[src/rtl/regfile_wb_arbiter.sv]
// Round-robin arbiter sharing the register file write port among NUM_REQ writeback sources.
// Optional same-cycle read bypass of the committing write is enabled by defining RF_WB_BYPASS_EN.
module regfile_wb_arbiter #(
  parameter int NUM_REQ = 3,
  parameter int DATA_W  = 32,
  parameter int ADDR_W  = 5
) (
  input  logic                      clk,
  input  logic                      rst,
  input  logic [NUM_REQ-1:0]        req_valid,
  input  logic [NUM_REQ*ADDR_W-1:0] req_addr,
  input  logic [NUM_REQ*DATA_W-1:0] req_data,
  output logic [NUM_REQ-1:0]        req_ready,
  output logic [ADDR_W-1:0]         writeRegSel,
  output logic [DATA_W-1:0]         writeData,
  output logic                      writeEn,
  output logic                      err
`ifdef RF_WB_BYPASS_EN
  ,
  input  logic [2*ADDR_W-1:0]       byp_sel,
  output logic [1:0]                byp_hit,
  output logic [2*DATA_W-1:0]       byp_data
`endif
);

  localparam int PTR_W = $clog2(NUM_REQ);

  logic [PTR_W-1:0]          r_rr_ptr;
  logic                      r_write_en;
  logic [ADDR_W-1:0]         r_write_sel;
  logic [DATA_W-1:0]         r_write_data;
  logic                      r_err;
  logic [NUM_REQ-1:0]        r_pend;
  logic [NUM_REQ*ADDR_W-1:0] r_pend_addr;
  logic [NUM_REQ*DATA_W-1:0] r_pend_data;

  logic                      w_found;
  logic                      w_grant;
  logic [PTR_W-1:0]          w_grant_idx;
  logic [ADDR_W-1:0]         w_grant_addr;
  logic [DATA_W-1:0]         w_grant_data;
  logic [NUM_REQ-1:0]        w_viol;

  function automatic logic [PTR_W-1:0] wrap_add(input logic [PTR_W-1:0] base, input int offs);
    int sum;
    sum = int'(base) + offs;
    if (sum >= NUM_REQ) sum = sum - NUM_REQ;
    return PTR_W'(sum);
  endfunction

  // Scan from the farthest offset down so the valid requester closest to rr_ptr wins.
  always_comb begin
    w_found     = 1'b0;
    w_grant_idx = '0;
    for (int k = NUM_REQ - 1; k >= 0; k--) begin
      if (req_valid[wrap_add(r_rr_ptr, k)]) begin
        w_found     = 1'b1;
        w_grant_idx = wrap_add(r_rr_ptr, k);
      end
    end
  end

  assign w_grant      = w_found & rst;
  assign w_grant_addr = req_addr[w_grant_idx*ADDR_W +: ADDR_W];
  assign w_grant_data = req_data[w_grant_idx*DATA_W +: DATA_W];

  genvar gi;
  generate
    for (gi = 0; gi < NUM_REQ; gi++) begin : g_req
      assign req_ready[gi] = w_grant & (w_grant_idx == PTR_W'(gi));
      // A requester left waiting last cycle must still present the same request now.
      assign w_viol[gi] = r_pend[gi] &
                          (~req_valid[gi] |
                           (req_addr[gi*ADDR_W +: ADDR_W] != r_pend_addr[gi*ADDR_W +: ADDR_W]) |
                           (req_data[gi*DATA_W +: DATA_W] != r_pend_data[gi*DATA_W +: DATA_W]));
    end
  endgenerate

  always_ff @(posedge clk) begin
    if (!rst) begin
      r_rr_ptr     <= '0;
      r_write_en   <= 1'b0;
      r_write_sel  <= '0;
      r_write_data <= '0;
    end else begin
      r_write_en <= w_grant & (w_grant_addr != '0);
      if (w_grant) begin
        r_write_sel  <= w_grant_addr;
        r_write_data <= w_grant_data;
        r_rr_ptr     <= wrap_add(w_grant_idx, 1);
      end
    end
  end

  always_ff @(posedge clk) begin
    if (!rst) begin
      r_pend <= '0;
      r_err  <= 1'b0;
    end else begin
      r_pend <= req_valid & ~req_ready;
      if (|w_viol) r_err <= 1'b1;
    end
    r_pend_addr <= req_addr;
    r_pend_data <= req_data;
  end

  assign writeEn     = r_write_en;
  assign writeRegSel = r_write_sel;
  assign writeData   = r_write_data;
  assign err         = r_err;

`ifdef RF_WB_BYPASS_EN
  generate
    for (gi = 0; gi < 2; gi++) begin : g_byp
      assign byp_hit[gi] = r_write_en & (r_write_sel != '0) &
                           (r_write_sel == byp_sel[gi*ADDR_W +: ADDR_W]);
      assign byp_data[gi*DATA_W +: DATA_W] = r_write_data;
    end
  endgenerate
`endif

endmodule

[config.mk]
export PLATFORM = sky130hd
export DESIGN_NAME = regfile_wb_arbiter
export DESIGN_NICKNAME = d
export VERILOG_FILES = /design/src/rtl/regfile_wb_arbiter.sv
export SDC_FILE = /design/constraint.sdc
export NUM_CORES = 1
export LEC_CHECK = 0
export ABC_AREA = 1
export BUFFER_PORTS_ARGS = -buffer_cell sky130_fd_sc_hd__buf_2
export CAP_MARGIN = 10
export CORE_AREA = 2 2 149 93
export DETAILED_ROUTE_END_ITERATION = 6
export DIE_AREA = 0 0 151 95
export HOLD_SLACK_MARGIN = 0.15
export PLACE_DENSITY = 0.75
export SLEW_MARGIN = 25
export SYNTH_ARGS = -nofsm -noshare
export SYNTH_HDL_FRONTEND = slang
export SYNTH_SLANG_ARGS = --single-unit
export TNS_END_PERCENT = 1
[constraint.sdc]
create_clock -name clk -period 2.7 [get_ports clk]
set_clock_uncertainty 0.1 [all_clocks]
set_input_delay 0.54 -clock clk [delete_from_list [all_inputs] [get_ports clk]]
set_output_delay 0.54 -clock clk [all_outputs]
set_load 0.05 [all_outputs]
; ---- Word level (Yosys, flattened, before mapping)
; Index checks and enable logic that the tools add are counted.
[op_classes]
n_addsub = 7
n_mul = 1
div = 0
order_cmp = 7
n_eq_ne = 8
n_shift = 2
n_mux = 16
bitwise_logic = 19
reduce_logical = 3
[op_table]
columns = cell, count
row1 = $ne A32 B32 Y1, 3
row2 = $shiftx A96 B8 Y32, 1
row3 = $ne A5 B5 Y1, 3
row4 = $shiftx A15 B6 Y5, 1
row5 = $mux W2, 7
row6 = $ge A3 B2 Y1 const B, 3
row7 = $lt A2 B3 Y1 const B, 3
row8 = $and A1 B1 Y1, 8
row9 = $sub A2 B2 Y2 const B, 4
row10 = $add A2 B1 Y3 const B, 2
row11 = $bmux W1 S2, 3
row12 = $mux W1, 6
row13 = $or A1 B1 Y1, 6
row14 = $mul A2 B3 Y5 const B, 1
row15 = $reduce_bool A5 Y1, 1
row16 = $add A2 B2 Y3 const B, 1
row17 = $and A3 B3 Y3, 1
row18 = $not A1 Y1, 3
row19 = $not A3 Y3, 1
row20 = $reduce_or A3 Y1, 1
row21 = $eq A2 B1 Y1 const B, 1
row22 = $eq A2 B2 Y1 const B, 1
row23 = $ge A2 B2 Y1 const B, 1
row24 = $logic_not A2 Y1, 1
[word_totals]
reg_bits = 155
latch_bits = 0
ram_bits = 0
mem_bits_ro = 0
in_bits = 116
elab_cells = 71
mem_count = 0

; ---- Longest topological paths before layout
[depth]
ltp_word = 12
mapped_depth = 17
mapped_depth_nobuf = 16

; ---- Least setup slack after synthesis
; No wires, ideal clock.
[synth_timing]
kind = register -> output
start = reg r_rr_ptr[0]
end = out req_ready[1]
arrival_ns = 2.104
setup_slack_ns = -0.044
stages_incl_launch_ff = 13
n_path_buf = 2
cell_sequence = dfxtp_1 > inv_1 > ha_1 > inv_2 > nand3_1 > nand3_1 > nand3_4 > nand2_4 > buf_6 > buf_2 > ha_1 > nand2_1 > inv_1
[synth_between]
elab_chain_cells = 10
elab_cells_between_ends = 26
cone_classes = add/sub: 5 / order compare: 3 / eq/ne: 1 / mux: 15 / bitwise: 2
[synth_lines]
columns = element, line_no
row1 = start: declaration, 28  ; logic [PTR_W-1:0] r_rr_ptr;
row2 = start signal: assignment, 90  ; r_rr_ptr <= wrap_add(w_grant_idx, 1);
row3 = $add A2 B2 Y3, 46  ; sum = int'(base) + offs;
row4 = $ge A3 B2 Y1 or $sub A2 B2 Y2 (tied branches), 47  ; if (sum >= NUM_REQ) sum = sum - NUM_REQ;
row5 = $mux W2, 47
row6 = $bmux W1 S2, 56  ; if (req_valid[wrap_add(r_rr_ptr, k)]) begin
row7 = $mux W1 (implied by the code), 56
row8 = $mux W2 or $mux W1 (tied branches) (3 in series), 56
row9 = $eq A2 B1 Y1 or $and A1 B1 Y1 (tied branches), "70, 63"
row10 = $and A1 B1 Y1 *, 70  ; assign req_ready[gi] = w_grant & (w_grant_idx == PTR_W'(gi));
row11 = end: declaration, 13  ; output logic [NUM_REQ-1:0] req_ready,
; Mark *: on every way between the ends. The rest lies on a longest branch, timed or not. The select of a mux whose other input is x is not followed.

; ---- Final worst setup path
[layout_timing]
start = reg r_rr_ptr[0]
end = out req_ready[2]
[layout_between]
elab_chain_cells = 10
elab_cells_between_ends = 26
cone_classes = add/sub: 5 / order compare: 3 / eq/ne: 1 / mux: 15 / bitwise: 2
[layout_lines]
columns = element, line_no
row1 = $add A2 B2 Y3, 46
row2 = $ge A3 B2 Y1 or $sub A2 B2 Y2 (tied branches), 47
row3 = $mux W2, 47
row4 = $bmux W1 S2, 56
row5 = $mux W1 (implied by the code), 56
row6 = $mux W2 or $mux W1 (tied branches) (3 in series), 56
row7 = $eq A2 B2 Y1 or $and A1 B1 Y1 (tied branches), "70, 63"
row8 = $and A1 B1 Y1 *, 70
; Marks and branches as above.

==> flow_metrics.py <==
metrics = {
    "logic_synthesis": {
        "syn_avg_cell_area_um2": 7.66,
        "muxShareOfSynthArea_pct": 0,
        "synth_top_family_by_area": "simple AND/OR/NAND/NOR gates",
        "syn_nets": 956,
        "ys_seq_area_share_pct": 48.6,
        "synth.area.top_cells": "dfxtp_1 (49%), nand2_1 (9.2%), o21ai_0 (7.6%)",
        "synth_warnings": 0,
        "yosysTopAreaCell": "dfxtp_1",
        "synth-adder-area-share_pct": 1.37,
        "ys_seq_elements": 155,
        "synth_cell_types": 34,
        "synth_compound_area_share_pct": 17.5,
        "synthSimpleGateAreaFrac_pct": 19.2,
        "yosysTopAreaCellShare_pct": 48.6,
        "synthCells": 833,
        "synthXorXnorAreaFrac_pct": 3.84,
        "netlist_area_mm2": 0.00638,
    },
    "global_routing": {
        "met2_usage_pct": 43.3,
        "grt_use_met1_pct": 44.3,
        "grt_pass1_wl_um": 31500,
        "grt_max_degree": 53,
        "antenna_found_initial": 0,
        "grtUsageTotal_pct": 30.2,
        "grt-ovfl-total": 0,
        "grt_pass1_vias": 5742,
        "top_usage_layer": "met1",
        "use_met3_pct": 8.41,
    },
    "power_and_ir_drop": {
        "swShare_pct": 46.2,
        "p_per_area_mw_per_mm2": 1230,
        "p_comb_share_pct": 50.4,
        "pwr-share-clk_pct": 22.1,
        "max-vdd-ir-drop_mv": 1.68,
        "power.switching_w": 0.00492,
        "seq_power_share_pct": 27.6,
        "p_int_w": 0.00573,
        "leakagePower_nw": 4.21,
    },
    "flow_run": {
        "drv_cap": 0,
    },
    "timing": {
        "worst_pin_slew_ps": 641,
        "finalCriticalPeriod_ps": 2860,
        "setup_slack_ps": -161,
        "max_slew_margin_pct": 57.3,
        "fmax_ghz": 0.350,
        "finalSetupViolations": 5,
        "slew_violations": 0,
        "finalHoldViolations": 0,
        "whs_ps": 158,
        "rsz0062_at_grt": "true",
        "fin_crit_sh_pct": 106,
    },
    "clock_network": {
        "ctsHtreeMaxLevel": 4,
        "clk_latency_ps": 430,
        "clk_pin_slew_worst_paths_ps": 70,
        "cts_tree": "yes",
        "cts_sinks": 155,
        "root_buffer": "clkbuf_16",
        "cts_buffer_depth": 2,
        "cts_made_buffers": 17,
    },
    "floorplanning": {
        "design.portCount": 158,
        "start_util_pct": 48.6,
        "die_area_mm2": 0.0143,
        "core_area_mm2": 0.0131,
        "rows": 33,
        "die-width_um": 151,
        "die_y_um": 95,
    },
    "layout": {
        "stdcell_area_mm2": 0.00865,
        "final_cell_mix": "buf_2 (154), dfxtp_1 (153), nand2_1 (150)",
        "final_core_util_pct": 65.9,
        "drive_gt1_share_pct": 25.1,
        "layout.cells.non_filler": 1243,
        "syn_to_final_growth_pct": 35.5,
        "nNetsFinal": 1178,
        "layout_commonest_cell": "buf_2",
        "diodes": 0,
        "fillCellCount": 1116,
    },
    "route": {
        "drc": 0,
        "post_drt_wl_per_cell_um": 17.4,
        "wirelength_um": 21700,
        "num_vias": 6483,
        "via_per_inst": 5.22,
        "drt_iter0_markers": 834,
        "dr.pass1.iters": 6,
        "ant_nets": 0,
    },
    "critical_path": {
        "cp.required_ps": 2060,
        "worstPathMaxFanout": 5,
        "regToRegStartpoint": "r_rr_ptr[0]",
        "end_kind": "output port",
        "crit_type": "reg -> out",
        "startpoint_type": "flip-flop",
        "cp.arrival_ps": 2220,
        "startpoint": "r_rr_ptr[0]",
    },
    "outcome": {
        "status": "finished with violations",
        "violations": "negative setup slack",
    },
    "placement": {
        "hpwlAfterDp_um": 15700,
        "dp.cells": 1150,
        "pre_cts_ws_ps": 164,
        "place.gp.congestion": 0.949,
        "placed_area_mm2": 0.00735,
        "io_buffers": 157,
    },
    "hold_path": {
        "min_from": "req_data[30]",
        "hold_class": "in -> reg",
    },
}
[metal layers]
layer  share of wire [%]  vias to the layer above
met5                   0                        -
li1                    -                     3136
met3                  12                       32
met1                  46                     2964
met2                  41                      351
met4                 1.6                        0
[synthesized netlist by cell type]
cell type  instances
a21oi_1           58
a21oi_2            7
a22o_1             1
a31oi_1            5
and3_1             1
buf_2             11
buf_4              5
buf_6              2
clkbuf_1           6
dfxtp_1          155
ha_1               7
inv_1            119
inv_2              6
nand2_1          156
nand2_2            3
nand2_4            2
nand3_1           28
nand3_2            1
nand3_4            1
nand3b_1           1
nand4_1           13
nor2_1            68
nor3_1             5
nor4_1             1
o2111ai_1          2
o211ai_1           6
o21ai_0           97
o21ai_1           12
o221ai_1           1
o22ai_1           17
or2_1              1
or2_2              7
xnor2_1           24
xor2_1             4
[worst paths after layout]
path,end,cells after the start,slack [ps]
worst max-delay path,req_ready[2],14,-160
worst min-delay path,r_pend_data[30],1,160
worst max register to register,r_pend[2],19,-90
worst min register to register,writeData[17],2,370
[flip-flops by register name, indices dropped and copies added, names as in the netlist]
register	flops
writeEn	1
r_pend_data	96
writeRegSel	5
writeData	32
r_rr_ptr	2
err	1
r_pend	3
r_pend_addr	15
[power groups by stage]
stage	clock network [W]	logic, W	registers (W)
2_1_floorplan	0	0.00239	0.00381
3_3_place_gp	0	0.00445	0.00296
3_5_place_dp	0	0.00447	0.00296
4_1_cts	0.00235	0.00511	0.00293
5_1_grt	0.00246	0.00570	0.00296
6_report	0.00235	0.00537	0.00294
[kinds of logic after synthesis]
family,Yosys count
xor+xnor,28
simple gates,288
flops,155
buf+inv,149
fa+ha+maj,7
compound gates,206
[worst max-delay path, stage by stage, from the launching register on]
cell,delay (ps)
dfxtp_2,350
inv_2,60
ha_4,270
inv_6,80
nand2_4,50
nand3_4,70
nand2_2,60
o21ai_1,140
nand2_1,120
nand2_4,130
inv_4,50
ha_4,160
nand2_4,60
inv_2,40
buf_8,140
[repair_timing]
action / 4_1_cts / 5_1_grt
hold buffers: 38 / 1
setup buffers: 21 / 1
pin swaps: 13 / 11
endpoints found under the setup margin: 3 / 5
endpoints found under the hold margin: 38 / 1
gates resized for setup: 37 / 8
[layout make-up]
cell class / instances / area, µm² / share of cell area (%)
sequential: 155 / 3110 / 35.9
multi-input combinational: 529 / 2810 / 32.5
timing repair buffer: 227 / 1450 / 16.8
inverter: 125 / 485 / 5.61
clock buffer: 21 / 470 / 5.44
tap: 175 / 219 / 2.53
clock inverter: 11 / 109 / 1.26
[per-stage QoR]
stage	power (W)	setup TNS, ps
after floorplan	0.00619	0
after global placement	0.00741	0
after detailed placement	0.00744	0
after CTS	0.0104	-154
after global routing	0.0111	-920
final	0.0107	-587
No activity file was read; power rests on OpenSTA's default activity.
